[src/rtl/mem_port_arbiter.sv]
// ---------------------------------------------------------------------------
// mem_port_arbiter
// Shares one synchronous-read memory port between an instruction-fetch
// requester (0) and a data requester (1). Requester 1 normally wins. Requester
// 0 is forced through once it has been denied STARVE_LIMIT consecutive cycles.
// Responses return with a fixed one-cycle latency.
//
// Ports
//   clk, rst           : clock, synchronous active-high reset
//   req0_valid/_addr   : fetch request in
//   req0_ready         : fetch request accepted this cycle
//   req1_valid/_addr/_wdata/_we : data request in (we == 0 means load)
//   req1_ready         : data request accepted this cycle
//   mem_en/_addr/_wdata/_we : shared memory port out
//   mem_rdata          : memory read data (valid the cycle after mem_en)
//   grant_sel          : 2:1 mux select, sticky to 1 after a requester-1 grant
//   rsp0_valid, rsp1_valid, rsp_data : responses (rsp_data = mem_rdata)
// ---------------------------------------------------------------------------
module mem_port_arbiter #(
    parameter int STARVE_LIMIT = 4
) (
    input  logic        clk,
    input  logic        rst,
    input  logic        req0_valid,
    input  logic [31:0] req0_addr,
    output logic        req0_ready,
    input  logic        req1_valid,
    input  logic [31:0] req1_addr,
    input  logic [31:0] req1_wdata,
    input  logic [3:0]  req1_we,
    output logic        req1_ready,
    output logic        mem_en,
    output logic [31:0] mem_addr,
    output logic [31:0] mem_wdata,
    output logic [3:0]  mem_we,
    input  logic [31:0] mem_rdata,
    output logic        grant_sel,
    output logic        rsp0_valid,
    output logic        rsp1_valid,
    output logic [31:0] rsp_data
);

    localparam logic [3:0] LIMIT = 4'(STARVE_LIMIT);

    logic [3:0] starve_cnt_q, starve_cnt_d;
    logic       grant_sel_q, grant_sel_d;
    logic       rsp0_valid_q, rsp1_valid_q;
    logic       gnt0, gnt1;

    // Grant decision depends only on the valids and the starvation count.
    always_comb begin
        gnt0 = 1'b0;
        gnt1 = 1'b0;
        if (!rst) begin
            if (req0_valid && (!req1_valid || starve_cnt_q == LIMIT)) begin
                gnt0 = 1'b1;
            end else if (req1_valid) begin
                gnt1 = 1'b1;
            end
        end
    end

    always_comb begin
        starve_cnt_d = '0;
        if (!rst && req0_valid && !gnt0) begin
            starve_cnt_d = (starve_cnt_q == LIMIT) ? LIMIT : starve_cnt_q + 4'd1;
        end
    end

    // grant_sel is sticky: only a requester-1 grant moves it (to 1).
    always_comb begin
        grant_sel_d = grant_sel_q;
        if (rst) begin
            grant_sel_d = 1'b0;
        end else if (gnt1) begin
            grant_sel_d = 1'b1;
        end
    end

    always_comb begin
        mem_addr  = '0;
        mem_wdata = '0;
        mem_we    = '0;
        if (gnt0) begin
            mem_addr = req0_addr;
        end else if (gnt1) begin
            mem_addr  = req1_addr;
            mem_wdata = req1_wdata;
            mem_we    = req1_we;
        end
    end

    always_ff @(posedge clk) begin
        if (rst) begin
            starve_cnt_q <= '0;
            grant_sel_q  <= 1'b0;
            rsp0_valid_q <= 1'b0;
            rsp1_valid_q <= 1'b0;
        end else begin
            starve_cnt_q <= starve_cnt_d;
            grant_sel_q  <= grant_sel_d;
            rsp0_valid_q <= gnt0;
            rsp1_valid_q <= gnt1;
        end
    end

    assign req0_ready = gnt0;
    assign req1_ready = gnt1;
    assign mem_en     = gnt0 | gnt1;
    assign grant_sel  = grant_sel_d;
    // Gate with rst so a response due in the reset cycle is dropped.
    assign rsp0_valid = rsp0_valid_q & ~rst;
    assign rsp1_valid = rsp1_valid_q & ~rst;
    assign rsp_data   = mem_rdata;

endmodule
[config.mk]
export PLATFORM = sky130hd
export DESIGN_NAME = mem_port_arbiter
export DESIGN_NICKNAME = d
export VERILOG_FILES = /design/src/rtl/mem_port_arbiter.sv
export SDC_FILE = /design/constraint.sdc
export NUM_CORES = 1
export LEC_CHECK = 0
export BUFFER_PORTS_ARGS = -buffer_cell sky130_fd_sc_hd__clkbuf_2
export CAP_MARGIN = 20
export CORE_AREA = 2 2 95 97
export DETAILED_ROUTE_END_ITERATION = 10
export DIE_AREA = 0 0 97 99
export PLACE_DENSITY = 0.6
export RECOVER_POWER = 100
export SLEW_MARGIN = 20
export SYNTH_ARGS = -nofsm -noshare
export SYNTH_HDL_FRONTEND = slang
export SYNTH_SLANG_ARGS = --single-unit
[constraint.sdc]
create_clock -name clk -period 2.1 [get_ports clk]
set_clock_uncertainty 0.15 [all_clocks]
set_input_delay 0.105 -clock clk [delete_from_list [all_inputs] [get_ports clk]]
set_output_delay 0.105 -clock clk [all_outputs]
set_load 0.01 [all_outputs]
==> impl_results.md, run 1 <==
* Status: completed
* Largest area contributor in the netlist: a22o_1
* DR WL/cell at 12.4 µm
* Die Y-Extent at 99 µm
* Critical path launch point type: flip-flop
* Number of I/O pins at 242
* Cell total after placement at 390
* Mapped Avg Cell Area at 7.98 µm²
* Power per cell area at 330 nW/µm²
* Clock slew at reported path FFs at 0.04 ns
* Mapped Area at 1160 µm²
* Number of global-route vias before repair at 1414
* Congestion Overflow GR at 0
* DRT Pass-1 Iters at 2
* Largest net degree at the start of global routing at 38
* Register bit total from synthesis at 7
* # port buffers at 177
* Total Power at 0.000635 W
* Min-delay worst type: input pin to output port
* Critical path peak fanout at 19
* Asr flop ratio synth at 0%
* RSZ-0062 raised after global routing: no
* CTS resizes at 0
* Share of cells above drive strength 1 at 51.2%
* Synth top area cells: a22o_1 (24%), buf_4 (21%), and2_1 (19%)
* Vias per cell at 3.90
* Die Wd at 97 µm
* Seq/Total Area, Yosys at 12.1%
* CP Class: flip-flop to output port
* Post-synth top area share at 24.2%
* Final setup vio count at 0
* Synth cell types at 21
* Top-count cell post-synth: and2_1
* Clk Latency, worst-skew pair at 0.22 ns
* Setup_tns at 0 ns
* CTS Root Cell: clkbuf_8
* Worst-margin pin slew at 0.304 ns
* Sink Count at 7
* Worst endpoint data arrival time at 1.73 ns
* Placer Congestion at 0.671
* Synth top cells by count: and2_1 (36), a22o_1 (32), buf_4 (32), dfxtp_1 (7), buf_2 (6)
* Antenna violations before repair at 0
* Total CTS buffers at 3
* Overall routing resource usage at 8.32%
* Number of setup buffers added after CTS at 0
* EDFF count, synth at 0
* First-pass GRT wire length at 6700 µm
* Post-synth top flop: dfxtp_1
* Maximum clock path buffer count at 2
* Fin crit period at 1.98 ns
* Syn_nets at 283
* Max VDD drop at 0.000176 V
* Crit path capture type: output port
* Pleak at 1.04 nW
* Starting Density at 13.5%
* Count of max-cap constraint violations at 0
* Worst r2r path cells at 6
* Worst Hold Depth at 0
* First DRT Iteration DRCs at 24
* Vias at 1540
* Nets at 426
* Peak Freq at 504 MHz
* Area Growth Syn to Fin at 65.9%
* Post-Syn Instances at 145
* ANT nets after route at 0
* Final Non-Filler Cells at 395
* Slew Viols, Final at 0
* DRC viols at 0
* Die area at 9600 µm²
* FP Rows at 34
* Final period util at 94.4%
* WL final at 4900 µm
* Synth Warn # at 0
* Core outline area at 8550 µm²
* CTS tree: done
* HPWL after DPL at 3940 µm
* Worst Path Required at 1.85 ns
* Hold_buf cts at 0
* Worst rel slew slack at 79.8%
* Diode count at 0
* Endpoints failing hold at 0
* H-tree levels at 1
logic make-up (layout without fill, tap and decap cells):
logic type | after synthesis | in the layout | synth area share, %
compound gates | 38 | 38 | 28.4
xor+xnor | 2 | 2 | 1.51
fa+ha+maj | 2 | 2 | 2.16
buf+inv | 48 | 190 | 29.8
flops | 7 | 7 | 12.1
simple gates | 48 | 48 | 25.9
stage by stage:
stage	area (µm²)	hold slack [ns]	utilization [%]	worst slack, ns
after global routing	1920	0.0600	22.5	0.00207
after global placement	1900	0.0601	22.2	0.331
after floorplan	1160	0.0469	-	0.501
after CTS	1940	0.00676	22.7	0.0354
after detailed placement	1900	0.0601	22.2	0.292
final	1920	0.0600	22.5	0.117
layout make-up:
class | count | area, µm²
clock buffers | 4 | 45.0
fillers | 966 | 6630
inverters | 5 | 18.8
multi-input cells | 90 | 679
flip-flops and latches | 7 | 140
well taps | 108 | 135
repair buffers | 181 | 902
report_power, final:
group          switching [W]  internal [W]  leakage, nW  total [W]
logic               0.000145      0.000159        0.963   0.000303
clock network      0.0000594      0.000131       0.0228   0.000191
registers         0.00000224      0.000138       0.0573   0.000140
flip-flops by register name, summed over array words and instances (netlist names):
| signal | count |
|---|---|
| rsp0_valid_q | 1 |
| rsp1_valid_q | 1 |
| grant_sel_q | 1 |
| starve_cnt_q | 4 |
worst max-delay path, stage by stage (launching register included):
cell	delay [ns]
dfxtp_1	0.37
inv_1	0.06
ha_1	0.22
nand3b_4	0.11
o211a_4	0.22
buf_12	0.16
and2_0	0.20
clkbuf_2	0.16
final timing paths:
| path | startpoint | to | slack (ns) |
|---|---|---|---|
| max | starve_cnt_q[0] | mem_wdata[25] | 0.12 |
| min | mem_rdata[0] | rsp_data[0] | 0.06 |
| max reg2reg | starve_cnt_q[0] | grant_sel_q | 0.53 |
| min reg2reg | grant_sel_q | grant_sel_q | 0.32 |
layer usage:
layer / GRT usage [%] / wire [µm]
met1: 9.73 / 1940
met2: 14.6 / 2400
met3: 2.62 / 478
met4: 2.49 / 78
met5: 0 / 0
placed cells by master (no fill, tap or decap), types with 3 or more instances in the layout:
cell and instances:
clkbuf_2 137, clkbuf_1 41, a22o_1 32, and2_1 22, and2_0 14, dfxtp_1 7, inv_1 5, nor3_1 4
clkbuf_8 3
No activity file was read; power rests on OpenSTA's default activity.
==> run 2: changes to the inputs <==
ABC_AREA = 1   (was unset)
CORE_AREA = 2 2 94 96   (was 2 2 95 97)
DIE_AREA = 0 0 96 98   (was 0 0 97 99)
PLACE_DENSITY = 0.65   (was 0.6)
==> run 2 against run 1 <==
Register-to-register slack better by 0.05 ns; design area is 13% higher; via count up 33%; power grew 2.3%; sequential share of layout area is 0.81 points lower; synthesized area is 29% higher; synthesized cell count is 80% higher; global-route usage rose by 1.7 points; die area down 2.0%; clock-buffer cell count is the same; cell count up 29%; routed wire length rose by 7.0%; highest routed layer unchanged.
==> impl_results.md, run 2 <==
* WL final at 5240 µm
* Critical path peak fanout at 12
* CP max stage delay at 0.38 ns
* Area Growth Syn to Fin at 44.6%
* DR WL/cell at 10.3 µm
* Share of cells above drive strength 1 at 33.9%
* Die Y-Extent at 98 µm
* Most common cell after layout, fill and taps aside: clkbuf_2
* Maximum clock path buffer count at 2
* ANT nets after route at 0
* Mapped Avg Cell Area at 5.73 µm²
* Vias per cell at 4.04
* Congestion Overflow GR at 0
* Fin crit period at 1.91 ns
* Largest net degree at the start of global routing at 34
* Final period util at 91.1%
* Pleak at 1.30 nW
* CP Class: flip-flop to output port
* Storage cell area at 140 µm²
* Final Non-Filler Cells at 509
* Synth top cells by count: nand3_1 (56), inv_1 (46), nor2_1 (44), nand2_1 (35), buf_4 (33)
* Antenna violations before repair at 0
* Number of I/O pins at 242
* CTS tree: done
* Asr flop ratio synth at 0%
* Cell total after placement at 502
* Largest area contributor in the netlist: nand3_1
* Final setup vio count at 0
* Die area at 9410 µm²
* Syn_nets at 399
* Register bit total from synthesis at 7
* RSZ-0062 raised after global routing: no
* Starting Density at 17.7%
* H-tree levels at 1
* Critical path launch point type: flip-flop
* EDFF count, synth at 0
* Synth Warn # at 0
* Overall routing resource usage at 9.99%
* Post-synth top area share at 18.7%
* FP Rows at 34
* Placer Congestion at 0.787
* Top-count cell post-synth: nand3_1
* Sink Count at 7
* DRT Pass-1 Iters at 4
* Worst r2r path cells at 6
* Diode count at 0
* DRC viols at 0
* First DRT Iteration DRCs at 24
* Slew Viols, Final at 0
* Post-Syn Instances at 261
* Peak Freq at 523 MHz
* Mapped Area at 1500 µm²
* Core outline area at 8470 µm²
* Number of global-route vias before repair at 1716
* Fillers at 989
* Largest Register: starve_cnt_q
* Seq/Total Area, Yosys at 9.37%
* Worst Hold Depth at 3
* Endpoints failing hold at 0
* CTS Root Cell: clkbuf_8
* Crit-path slowest cell: dfxtp_1
* Clk Latency, worst-skew pair at 0.22 ns
* Status: completed
* Max FFs per register at 4
* Total CTS buffers at 3
* Area of the multi-input gates at 801 µm²
* CP cell instances: inv_1 -> ha_1 -> nand4_4 -> nand2_8 -> clkbuf_2 -> nor2_1 -> clkbuf_1
* Worst rel slew slack at 73.6%
* Count of max-cap constraint violations at 0
* Worst-margin pin slew at 0.396 ns
* Min-delay worst type: input pin to flip-flop
* Worst endpoint data arrival time at 1.66 ns
* Setup_tns at 0 ns
* Commonest non-fill, non-tap cells in the layout: clkbuf_2 (115), clkbuf_1 (65), nand3_1 (61)
* Max VDD drop at 0.000288 V
* First-pass GRT wire length at 7560 µm
* Synth cell types at 20
* Register-to-register setup slack at 0.58 ns
* Die Wd at 96 µm
* Clock slew at reported path FFs at 0.04 ns
* Post-layout util at 25.5%
* Post-synth top flop: dfxtp_1
* Power per cell area at 300 nW/µm²
* Nets at 540
* Vias at 2054
* Crit path capture type: output port
* # port buffers at 177
* HPWL after DPL at 4370 µm
* Synth top area cells: nand3_1 (19%), buf_4 (17%), inv_1 (12%)
* Hold_ws at 0.0473 ns
* Worst Path Required at 1.85 ns
==> run 2: worst max-delay path, delay by kind of cell, from the launching register on <==
kind	cells	cell delay [ns]
adders and majority gates	1	0.25
and+or+nand+nor	3	0.37
DFF	1	0.38
buffers and inverters	3	0.43
==> run 2: worst paths after layout <==
kind | startpoint | endpoint
max | starve_cnt_q[0] | mem_wdata[17]
min | req0_valid | rsp0_valid_q
max reg2reg | starve_cnt_q[0] | rsp1_valid_q
min reg2reg | grant_sel_q | grant_sel_q
==> run 2: report_power, final <==
| part | internal, W | switching, W | total (W) |
|---|---|---|---|
| combinational | 0.000142 | 0.000181 | 0.000323 |
| clock | 0.000131 | 0.0000552 | 0.000186 |
| sequential | 0.000138 | 0.00000204 | 0.000140 |
==> run 2: kinds of logic after synthesis <==
kind of cell	Yosys count	synth area share (%)
adder cells (fa/ha/maj)	2	1.67
AND/OR/NAND/NOR	152	50.5
buffers and inverters	96	36.9
XOR/XNOR	1	0.586
AO/OA/AOI/OAI	3	1.00
flip-flops	7	9.37
==> run 2: stage by stage <==
stage	total power (W)	setup WS [ns]	cell area [µm²]
2_1_floorplan	0.000376	0.670	1500
3_3_place_gp	0.000479	0.357	2180
3_5_place_dp	0.000485	0.294	2180
4_1_cts	0.000677	0.0503	2220
5_1_grt	0.000707	0.0289	2160
6_report	0.000649	0.187	2160
==> run 2: final cells by class <==
cell class                 instances  share of cell area, %
timing repair buffer             185                   40.0
multi-input combinational        158                   37.0
sequential                         7                   6.48
inverter                          47                   8.16
clock buffer                       4                   2.08
tap                              108                   6.25
==> run 2: repair_timing <==
| item | CTS | global route |
|---|---|---|
| hold buffers | 0 | 0 |
| setup buffers | 0 | 3 |
| gates resized for setup | 0 | 4 |
| setup endpoints to repair | 0 | 43 |
==> run 2: per-layer routing <==
layer / routed length [µm] / vias to the layer above / GRT usage (%)
met5: 0 / - / 0
met4: 144 / 0 / 3.41
met3: 439 / 18 / 1.62
met2: 2680 / 114 / 19.0
met1: 1980 / 879 / 10.8
li1: - / 1043 / -
